===== src/rtl/parking_fee_unit_if.sv =====
// parking_fee_unit_if: entry, exit, coin and payment signals of the parking fee unit
interface parking_fee_unit_if #(
    parameter int IW = 3,
    parameter int CW = 16
);
    logic          entry_evt;
    logic          exit_req;
    logic [IW-1:0] exit_id;
    logic          coin_vld;
    logic [7:0]    coin_val;
    logic          ticket_vld;
    logic [IW-1:0] ticket_id;
    logic          full;
    logic [IW:0]   free_cnt;
    logic [CW-1:0] cost;
    logic          cost_vld;
    logic          pay;
    logic [CW-1:0] change;
    logic          err;
    modport master (
        output entry_evt, exit_req, exit_id, coin_vld, coin_val,
        input  ticket_vld, ticket_id, full, free_cnt, cost, cost_vld, pay, change, err
    );
    modport slave (
        input  entry_evt, exit_req, exit_id, coin_vld, coin_val,
        output ticket_vld, ticket_id, full, free_cnt, cost, cost_vld, pay, change, err
    );
endinterface


===== src/rtl/parking_fee_unit.sv =====
// parking_fee_unit: ticket issue, elapsed-time fee calculation and coin payment for the car-park exit
module parking_fee_unit #(
    parameter int PMAX = 5,
    parameter int IW = 3,
    parameter int TICKS_PER_UNIT = 1000,
    parameter int RATE = 2,
    parameter int TW = 16,
    parameter int CW = 16
) (
    input logic clk,
    input logic rst,
    parking_fee_unit_if.slave bus
);
    localparam int PW = $clog2(TICKS_PER_UNIT);
    localparam int NS = 2 ** IW;
    localparam int MW = TW + 33;
    typedef enum logic [1:0] {IDLE, CALC, WAIT, PAID} state_t;
    state_t        state;
    logic [PW-1:0] pre;
    logic [TW-1:0] now;
    logic [TW-1:0] etime [PMAX];
    logic [PMAX-1:0] occ, occ_n;
    logic [NS-1:0] occ_x;
    logic [IW-1:0] id, slot;
    logic [IW:0]   used;
    logic [CW-1:0] credit, sum, fee_sat;
    logic [CW:0]   raw;
    logic [TW:0]   units;
    logic [MW-1:0] fee;
    logic          take, id_ok, wrap;
    always_comb begin
        slot = '0;
        used = '0;
        for (int i = PMAX - 1; i >= 0; i--) begin
            if (!occ[i]) slot = IW'(i);
            used = used + (IW+1)'(occ[i]);
        end
    end
    // entry sees the table before any release happening in the same cycle
    always_comb begin
        occ_n = occ;
        if (state == PAID) occ_n[id] = 1'b0;
        if (take) occ_n[slot] = 1'b1;
    end
    assign occ_x        = NS'(occ);
    assign bus.full     = &occ;
    assign bus.free_cnt = (IW+1)'(PMAX) - used;
    assign take         = bus.entry_evt && !bus.full;
    assign id_ok        = (int'(bus.exit_id) < PMAX) && occ_x[bus.exit_id];
    assign wrap         = pre == PW'(TICKS_PER_UNIT - 1);
    assign units        = {1'b0, TW'(now - etime[id])} + (TW+1)'(1);
    assign fee          = MW'(units) * MW'(RATE);
    assign fee_sat      = (fee > MW'({CW{1'b1}})) ? '1 : CW'(fee);
    assign raw          = {1'b0, credit} + (CW+1)'(bus.coin_val);
    assign sum          = raw[CW] ? '1 : raw[CW-1:0];
    always_ff @(posedge clk) begin
        if (take) etime[slot] <= now;
    end
    always_ff @(posedge clk) begin
        if (!rst) begin
            state          <= IDLE;
            pre            <= '0;
            now            <= '0;
            occ            <= '0;
            id             <= '0;
            credit         <= '0;
            bus.ticket_vld <= 1'b0;
            bus.ticket_id  <= '0;
            bus.cost       <= '0;
            bus.cost_vld   <= 1'b0;
            bus.pay        <= 1'b0;
            bus.change     <= '0;
            bus.err        <= 1'b0;
        end else begin
            pre            <= wrap ? '0 : pre + PW'(1);
            now            <= wrap ? now + TW'(1) : now;
            occ            <= occ_n;
            bus.ticket_vld <= take;
            bus.ticket_id  <= take ? slot : bus.ticket_id;
            bus.err        <= 1'b0;
            bus.pay        <= 1'b0;
            case (state)
                IDLE: if (bus.exit_req) begin
                    if (id_ok) begin
                        state      <= CALC;
                        id         <= bus.exit_id;
                        bus.change <= '0;
                    end else begin
                        bus.err <= 1'b1;
                    end
                end
                CALC: begin
                    bus.cost     <= fee_sat;
                    bus.cost_vld <= 1'b1;
                    credit       <= '0;
                    state        <= WAIT;
                end
                WAIT: if (bus.coin_vld) begin
                    credit <= sum;
                    if (sum >= bus.cost) begin
                        bus.pay      <= 1'b1;
                        bus.cost_vld <= 1'b0;
                        bus.change   <= sum - bus.cost;
                        state        <= PAID;
                    end
                end
                PAID: state <= IDLE;
                default: state <= IDLE;
            endcase
        end
    end
endmodule


===== src/flat_wrapper.sv =====
// flat-port wrapper written by rule: the top's interface ports become plain ports
module parking_fee_unit_flat 
#(
    parameter int PMAX = 5,
    parameter int IW = 3,
    parameter int TICKS_PER_UNIT = 1000,
    parameter int RATE = 2,
    parameter int TW = 16,
    parameter int CW = 16
)
  (clk, rst, bus_entry_evt, bus_exit_req, bus_exit_id, bus_coin_vld, bus_coin_val, bus_ticket_vld, bus_ticket_id, bus_full, bus_free_cnt, bus_cost, bus_cost_vld, bus_pay, bus_change, bus_err);
  parking_fee_unit_if #(.IW(IW), .CW(CW)) bus_i ();
  input logic clk;
  input logic rst;
  input wire logic [$bits(bus_i.entry_evt)-1:0] bus_entry_evt;
  input wire logic [$bits(bus_i.exit_req)-1:0] bus_exit_req;
  input wire logic [$bits(bus_i.exit_id)-1:0] bus_exit_id;
  input wire logic [$bits(bus_i.coin_vld)-1:0] bus_coin_vld;
  input wire logic [$bits(bus_i.coin_val)-1:0] bus_coin_val;
  output wire logic [$bits(bus_i.ticket_vld)-1:0] bus_ticket_vld;
  output wire logic [$bits(bus_i.ticket_id)-1:0] bus_ticket_id;
  output wire logic [$bits(bus_i.full)-1:0] bus_full;
  output wire logic [$bits(bus_i.free_cnt)-1:0] bus_free_cnt;
  output wire logic [$bits(bus_i.cost)-1:0] bus_cost;
  output wire logic [$bits(bus_i.cost_vld)-1:0] bus_cost_vld;
  output wire logic [$bits(bus_i.pay)-1:0] bus_pay;
  output wire logic [$bits(bus_i.change)-1:0] bus_change;
  output wire logic [$bits(bus_i.err)-1:0] bus_err;
  assign bus_i.entry_evt = bus_entry_evt;
  assign bus_i.exit_req = bus_exit_req;
  assign bus_i.exit_id = bus_exit_id;
  assign bus_i.coin_vld = bus_coin_vld;
  assign bus_i.coin_val = bus_coin_val;
  assign bus_ticket_vld = bus_i.ticket_vld;
  assign bus_ticket_id = bus_i.ticket_id;
  assign bus_full = bus_i.full;
  assign bus_free_cnt = bus_i.free_cnt;
  assign bus_cost = bus_i.cost;
  assign bus_cost_vld = bus_i.cost_vld;
  assign bus_pay = bus_i.pay;
  assign bus_change = bus_i.change;
  assign bus_err = bus_i.err;
  parking_fee_unit #(.PMAX(PMAX), .IW(IW), .TICKS_PER_UNIT(TICKS_PER_UNIT), .RATE(RATE), .TW(TW), .CW(CW)) u_core (.clk(clk), .rst(rst), .bus(bus_i));
endmodule

===== config.mk =====
export PLATFORM = sky130hd
export DESIGN_NAME = parking_fee_unit_flat
export DESIGN_NICKNAME = d
export VERILOG_FILES = /design/src/rtl/parking_fee_unit_if.sv /design/src/rtl/parking_fee_unit.sv /design/src/flat_wrapper.sv
export SDC_FILE = /design/constraint.sdc
export NUM_CORES = 1
export LEC_CHECK = 0
export CAP_MARGIN = 20
export CORE_ASPECT_RATIO = 1.4
export CORE_MARGIN = 2
export CORE_UTILIZATION = 40
export DETAILED_ROUTE_END_ITERATION = 6
export REMOVE_ABC_BUFFERS = 1
export SLEW_MARGIN = 20
export SYNTH_ARGS = -nofsm -noshare
export SYNTH_HDL_FRONTEND = slang
export SYNTH_SLANG_ARGS = --single-unit

===== constraint.sdc =====
create_clock -name clk -period 10.3 [get_ports clk]
set_input_delay 1.545 -clock clk [delete_from_list [all_inputs] [get_ports clk]]
set_output_delay 1.545 -clock clk [all_outputs]
set_load 0.05 [all_outputs]

==> results of run 1 <==
per-layer routing:
metal,up-vias,GRT usage [%]
met3,35,3.44
li1,3209,-
met4,0,7.40
met2,92,31.1
met1,3028,19.0
met5,-,0
worst min-delay path by stage:
stage,startpoint,cells after the start,endpoint
after global placement,u_core.pre[0],1,u_core.pre[0]
final,u_core.pre[0],1,u_core.pre[0]
after global routing,u_core.pre[0],1,u_core.pre[0]
after CTS,u_core.pre[0],1,u_core.pre[0]
after floorplan,u_core.pre[0],1,u_core.pre[0]
after detailed placement,u_core.pre[0],1,u_core.pre[0]
cell usage in the layout (no fill, tap or decap), types with 3 or more instances in the layout:
master	synthesis	routed
a31oi_1	6	6
nand4_1	6	6
nand2_1	56	56
clkdlybuf4s50_1	0	59
xnor2_1	36	36
a21oi_1	47	46
xor2_1	30	30
clkbuf_16	0	17
inv_1	54	54
fa_1	4	4
mux2i_1	21	21
and3_1	6	6
or3_1	6	6
inv_8	0	6
buf_4	0	10
nand3b_1	4	4
a21boi_0	3	3
o2bb2ai_1	6	6
nor2_1	65	65
ha_1	54	54
a22o_1	20	20
and4_1	4	4
nand2b_1	7	7
o21a_1	7	7
a32o_1	3	3
a21o_1	18	18
a221oi_1	16	16
o21ai_0	31	31
nor3b_1	4	3
nor3_1	25	23
nor2b_1	9	9
nand3_1	29	29
or2_2	6	6
edfxtp_1	80	80
mux4_2	17	17
o21bai_1	5	5
dfxtp_1	94	94
and2_1	6	6
worst max-delay path, cell delays in order:
cell	delay, ns
clkdlybuf4s50_1	0.41
ha_1	0.23
fa_1	0.40
a21o_1	0.19
a21oi_1	0.20
o21bai_1	0.09
a21oi_1	0.22
o21bai_1	0.09
a21oi_1	0.53
or3_1	0.50
nand2_1	0.11
ha_1	0.38
a21o_1	0.22
a21o_1	0.22
a2111oi_0	0.59
o21a_1	0.21
a21oi_1	0.11
nand3_1	0.13
o21ai_0	0.09
a21oi_1	0.16
buf_4	0.25
a22o_1	0.16
cell type report:
type	instances	area (um2)	share of cell area, %
multi-input combinational	586	4390	41.8
sequential	174	4280	40.8
clock inverter	14	145	1.38
inverter	55	206	1.97
clock buffer	18	429	4.09
tap	297	372	3.54
timing repair buffer	69	666	6.35
cell families (layout without fill, tap and decap cells):
logic type	Yosys count	after routing
and+or+nand+nor	241	241
AOI/OAI and AO/OA	181	181
DFF	174	174
buffers and inverters	83	156
xor gates and xnor gates	66	66
adders and majority gates	58	58
muxes	40	40
power groups by stage:
| stage | registers (mW) | logic, mW | clock network [mW] |
|---|---|---|---|
| finish | 0.787 | 0.623 | 0.626 |
| global route | 0.791 | 0.673 | 0.665 |
| CTS | 0.787 | 0.624 | 0.641 |
| detailed placement | 0.803 | 0.621 | 0 |
| global placement | 0.803 | 0.622 | 0 |
| floorplan | 0.903 | 0.334 | 0 |
sequential cells by signal (all words and copies together), names as in the netlist, 2 cells and up, named ones only:
register and flops:
u_core.etime 80, u_core.bus.change 16, u_core.occ 5, u_core.bus.cost 16, u_core.id 3, u_core.state 2
u_core.credit 16, u_core.now 16, u_core.bus.ticket_id 3, u_core.pre 10
==> flow_metrics.py, run 1 <==
metrics = {
    "worst_setup_path": {
        "crit_type": "in2reg",
        "reg2reg_depth": 21,
        "reg2reg_to": "u_core.bus.change[2]",
        "start_kind": "input pin",
        "end_kind": "flip-flop",
        "crit_start": "bus_coin_val[0]",
        "crit_end": "u_core.bus.change[2]",
        "crit_required_ns": 10.68,
        "r2r-start": "u_core.credit[0]",
        "rrSetupSlack_ns": 4.86,
        "crit_arrival_ns": 7.06,
        "critPathMaxFanout": 16,
    },
    "route": {
        "via_count": 6364,
        "drc": 0,
        "routed_wl_um": 19500,
        "firstDrtPassIters": 4,
        "via_per_inst": 5.25,
        "wire_per_inst_um": 16.1,
        "wl_met1_um": 8010,
        "met2_wirelength_um": 10300,
        "detail-route-antenna-nets": 0,
        "drtIter0Drc": 296,
        "highest_layer": "met4",
        "route.met3.wl_um": 570,
    },
    "layout": {
        "syn_to_final_growth_pct": 16.9,
        "fin_area_mm2": 0.0105,
        "antennaDiodeCount": 0,
        "final_nets": 977,
        "final_core_util_pct": 47.8,
        "fin_cells": 1213,
        "fill_cells": 2080,
        "drive_above_1_share_pct": 8.19,
    },
    "clock_tree": {
        "post_cts_resized": 0,
        "cts_tree": "done",
        "clkTransAtPathRegs_ns": 0.07,
        "cts_root_buf": "clkbuf_16",
        "clockBufferDepth": 2,
        "h-tree-depth": 4,
        "clock_latency_ns": 0.44,
        "cts_buffers": 17,
        "cts.sinks": 174,
        "ctsHoldBuffers": 0,
        "cts_setup_buffers": 0,
    },
    "power": {
        "max-vdd-ir-drop_mv": 0.126,
        "seqPwrFrac_pct": 38.6,
        "leakage_nw": 3.93,
        "report.power.total_mw": 2.04,
        "power_density_mw_per_mm2": 194,
        "p_sw_share_pct": 35.6,
        "intPower_mw": 1.31,
        "p_switching_uw": 725,
        "p_clk_share_pct": 30.8,
        "combPwrFrac_pct": 30.6,
    },
    "logic_synthesis": {
        "ys_seq_area_share_pct": 47.7,
        "synthCells": 843,
        "yosysTopAreaCellShare_pct": 26.8,
        "synth_commonest_cells": "dfxtp_1, edfxtp_1, nor2_1, nand2_1",
        "synth_compound_area_share_pct": 13.8,
        "ys_ff_latch": 174,
        "synth_area_leaders": "edfxtp_1, dfxtp_1, ha_1",
        "ys.flop_type": "dfxtp_1",
        "ys_async_sr_fraction_pct": 0,
        "syn_area_mm2": 0.00897,
        "yosys_warnings": 0,
        "yosysMostFrequentCell": "dfxtp_1",
        "synthSimpleGateAreaFrac_pct": 13.2,
        "synth_area_per_cell_um2": 10.6,
        "yosysUniqueCellTypes": 62,
        "synthMuxAreaShare_pct": 6.86,
        "synth-adder-area-share_pct": 8.42,
        "synthXorXnorAreaFrac_pct": 6.44,
        "synth-edff-count": 80,
        "synth_top_family_by_area": "compound AO/OA/AOI/OAI gates",
        "synth_area_leader_cell": "edfxtp_1",
    },
    "sta": {
        "drv_slew": 0,
        "rsz0062_at_grt": "no",
        "relSlewSlack_pct": 34.9,
        "hold_slack_ns": 0.447,
        "tightestPinTransition_ns": 0.976,
        "fin_skew_ns": 0.00994,
        "period_share_pct": 64.8,
        "fmax_mhz": 150,
        "finalHoldViolCount": 0,
        "setup_viol": 0,
        "period_minus_slack_ns": 6.67,
        "fin_setup_tns_ns": 0,
        "worst_slack_ns": 3.63,
    },
    "place": {
        "placed_area_mm2": 0.00991,
        "dp_hpwl_um": 14600,
        "numPortBuffers": 59,
        "place.gp.congestion": 0.877,
        "pre_cts_ws_ns": 3.18,
        "dp_cells": 1181,
    },
    "floorplanning": {
        "rows": 64,
        "die_w_um": 131,
        "dieArea_mm2": 0.0237,
        "die_y_um": 181,
        "initial_utilization_pct": 40.9,
        "ios": 60,
        "core_area_mm2": 0.0219,
    },
    "grt": {
        "grt_max_degree": 47,
        "grt_overflow": 0,
        "grtUsageTotal_pct": 17.1,
        "grt_pass1_vias": 6304,
        "antenna_found_initial": 0,
        "grt_pass1_wl_um": 31500,
    },
    "outcome": {
        "outcome": "finished clean",
    },
    "hold_path": {
        "worstHoldPathType": "reg2reg",
    },
    "run": {
        "cap_violations": 0,
    },
}
Power figures use the tool's default switching activity.
==> run 2: changes to the inputs <==
==> constraint.sdc (replaced) <==
create_clock -name clk -period 6.85 [get_ports clk]
set_input_delay 1.0275 -clock clk [delete_from_list [all_inputs] [get_ports clk]]
set_output_delay 1.0275 -clock clk [all_outputs]
set_load 0.05 [all_outputs]
==> run 2 against run 1 <==
Utilization rose by 0.30 points. Critical path type unchanged. Hold slack gained 0.0021 ns. Clock power grew 58%. Setup slack worse by 2.7 ns. Sequential share of layout area shrank 0.25 points.
==> flow_metrics.py, run 2 (synthesized netlist as in run 1, its figures left out) <==
metrics = {
    "layout": {
        "largest_reg_flops": 80,
        "final_core_util_pct": 48.1,
        "layout_common_cells": "dfxtp_1, edfxtp_1, nor2_1, clkdlybuf4s50_1, nand2_1",
        "fin_cells": 1215,
        "final_nets": 979,
        "regMostFlops": "u_core.etime",
        "syn_to_final_growth_pct": 17.6,
        "fin_area_mm2": 0.0106,
        "antennaDiodeCount": 0,
        "drive_above_1_share_pct": 8.61,
        "layout_commonest_cell": "dfxtp_1",
        "fill_cells": 2076,
    },
    "route": {
        "via_per_inst": 5.26,
        "drtIter0Drc": 321,
        "via_count": 6393,
        "routed_wl_um": 19500,
        "firstDrtPassIters": 7,
        "drc": 0,
        "detail-route-antenna-nets": 0,
        "wire_per_inst_um": 16.1,
    },
    "sta": {
        "fin_setup_tns_ns": 0,
        "rsz0062_at_grt": "no",
        "fin_skew_ns": 0.0111,
        "period_share_pct": 86.0,
        "finalHoldViolCount": 0,
        "drv_slew": 0,
        "period_minus_slack_ns": 5.89,
        "fmax_mhz": 170,
        "setup_viol": 0,
        "relSlewSlack_pct": 34.3,
        "worst_slack_ns": 0.957,
        "tightestPinTransition_ns": 0.985,
    },
    "worst_setup_path": {
        "cp_top_family": "compound AO/OA/AOI/OAI gates",
        "slowest_delay_ns": 0.54,
        "critPathMaxFanout": 16,
        "crit_required_ns": 7.23,
        "start_kind": "input pin",
        "r2r-start": "u_core.credit[0]",
        "end_kind": "flip-flop",
        "crit_top_cell": "a21oi_1",
        "reg2reg_depth": 21,
        "worstPathBufferInverterCount": 2,
        "reg2reg_to": "u_core.bus.change[10]",
        "crit_chain": "clkdlybuf4s50_1 > ha_1 > fa_1 > a21o_1 > a21oi_1 > o21bai_1 > a21oi_1 > o21bai_1 > a21oi_1 > or3_1 > nand2_1 > ha_1 > a21o_1 > a21o_1 > a2111oi_0 > o21a_1 > a21oi_1 > nand3_1 > o21ai_0 > a21oi_1 > buf_4 > a22o_1",
        "crit_type": "in2reg",
        "rrSetupSlack_ns": 1.66,
        "cp_slowest_cell": "a2111oi_0",
        "crit_arrival_ns": 6.27,
    },
    "floorplanning": {
        "die_w_um": 131,
        "die_y_um": 181,
        "initial_utilization_pct": 40.9,
        "ios": 60,
        "dieArea_mm2": 0.0237,
        "rows": 64,
        "core_area_mm2": 0.0219,
    },
    "grt": {
        "grt_pass1_vias": 6365,
        "grt_overflow": 0,
        "grt_pass1_wl_um": 31700,
        "antenna_found_initial": 0,
        "grtUsageTotal_pct": 17.2,
        "grt_max_degree": 47,
    },
    "clock_tree": {
        "cts.sinks": 174,
        "clockBufferDepth": 2,
        "post_cts_resized": 0,
        "clock_latency_ns": 0.44,
        "cts_root_buf": "clkbuf_16",
        "ctsHoldBuffers": 0,
        "cts_tree": "done",
        "h-tree-depth": 4,
        "clkTransAtPathRegs_ns": 0.08,
        "cts_buffers": 17,
        "cts_setup_buffers": 0,
    },
    "hold_path": {
        "hold_end": "u_core.pre[0]",
        "min_path_cells": 1,
        "min_from": "u_core.pre[0]",
        "worstHoldPathType": "reg2reg",
    },
    "power": {
        "power_density_mw_per_mm2": 295,
        "leakage_nw": 3.96,
        "max-vdd-ir-drop_mv": 0.176,
    },
    "place": {
        "dp_hpwl_um": 14800,
        "numPortBuffers": 59,
        "placed_area_mm2": 0.00993,
        "dp_cells": 1183,
        "place.gp.congestion": 0.913,
        "pre_cts_ws_ns": 0.494,
    },
    "run": {
        "cap_violations": 0,
    },
    "outcome": {
        "outcome": "finished clean",
    },
}
## run 2: cell types whose count changed in the layout (fill, tap and decap cells not counted)
cell        change
inv_6           +1
clkinvlp_4      -2
buf_4           +2
clkinv_8        +4
inv_8           -3
inv_12          +2
clkbuf_1        -1
clkinv_1        -1
## run 2: through the flow
stage,hold slack [ns],power [mW]
global placement,0.430,2.15
detailed placement,0.439,2.15
floorplan,0.418,1.86
CTS,0.452,3.14
global route,0.465,3.26
finish,0.449,3.12
## run 2: final cells by class
| cell class | instances | area (um2) | share of cell area (%) |
|---|---|---|---|
| well taps | 297 | 372 | 3.52 |
| multi-input cells | 586 | 4390 | 41.6 |
| clock inverters | 15 | 199 | 1.88 |
| inverters | 55 | 206 | 1.96 |
| repair buffers | 71 | 681 | 6.45 |
| flip-flops and latches | 174 | 4280 | 40.6 |
| clock buffers | 17 | 425 | 4.03 |
## run 2: how the worst max path moves through the flow
stage | startpoint | to | slack [ns] | cells past startpoint
final | bus_coin_val[0] | u_core.bus.change[10] | 0.96 | 22
after global routing | bus_coin_val[0] | u_core.bus.change[8] | 0.54 | 22
after global placement | bus_coin_val[0] | u_core.bus.change[6] | 0.72 | 22
after detailed placement | bus_coin_val[0] | u_core.bus.change[10] | 0.49 | 22
after floorplan | bus_coin_val[0] | u_core.bus.change[10] | 0.97 | 20
after CTS | bus_coin_val[0] | u_core.bus.change[10] | 0.96 | 22
## run 2: metal layers
| layer | vias to the layer above | track usage (%) | wire length (um) |
|---|---|---|---|
| li1 | 3214 | - | - |
| met1 | 3042 | 19.2 | 8080 |
| met2 | 108 | 31.3 | 10300 |
| met3 | 29 | 3.46 | 597 |
| met4 | 0 | 6.94 | 585 |
| met5 | - | 0 | 0 |
## run 2: report_power, final
part	internal, mW	switching [mW]	leakage, nW
clock	0.503	0.487	0.301
combinational	0.346	0.596	2.14
sequential	1.14	0.0439	1.52
total	1.99	1.13	3.96
==> run 3: changes to the inputs <==
--- a/config.mk
+++ b/config.mk
@@ -9,6 +9,7 @@
 export CORE_ASPECT_RATIO = 1.4
 export CORE_MARGIN = 2
 export CORE_UTILIZATION = 40
+export CTS_CLUSTER_SIZE = 12
 export DETAILED_ROUTE_END_ITERATION = 6
 export REMOVE_ABC_BUFFERS = 1
 export SLEW_MARGIN = 20
==> results of run 3 <==
No change in the layout: final DEF, timing and power equal those of run 2.
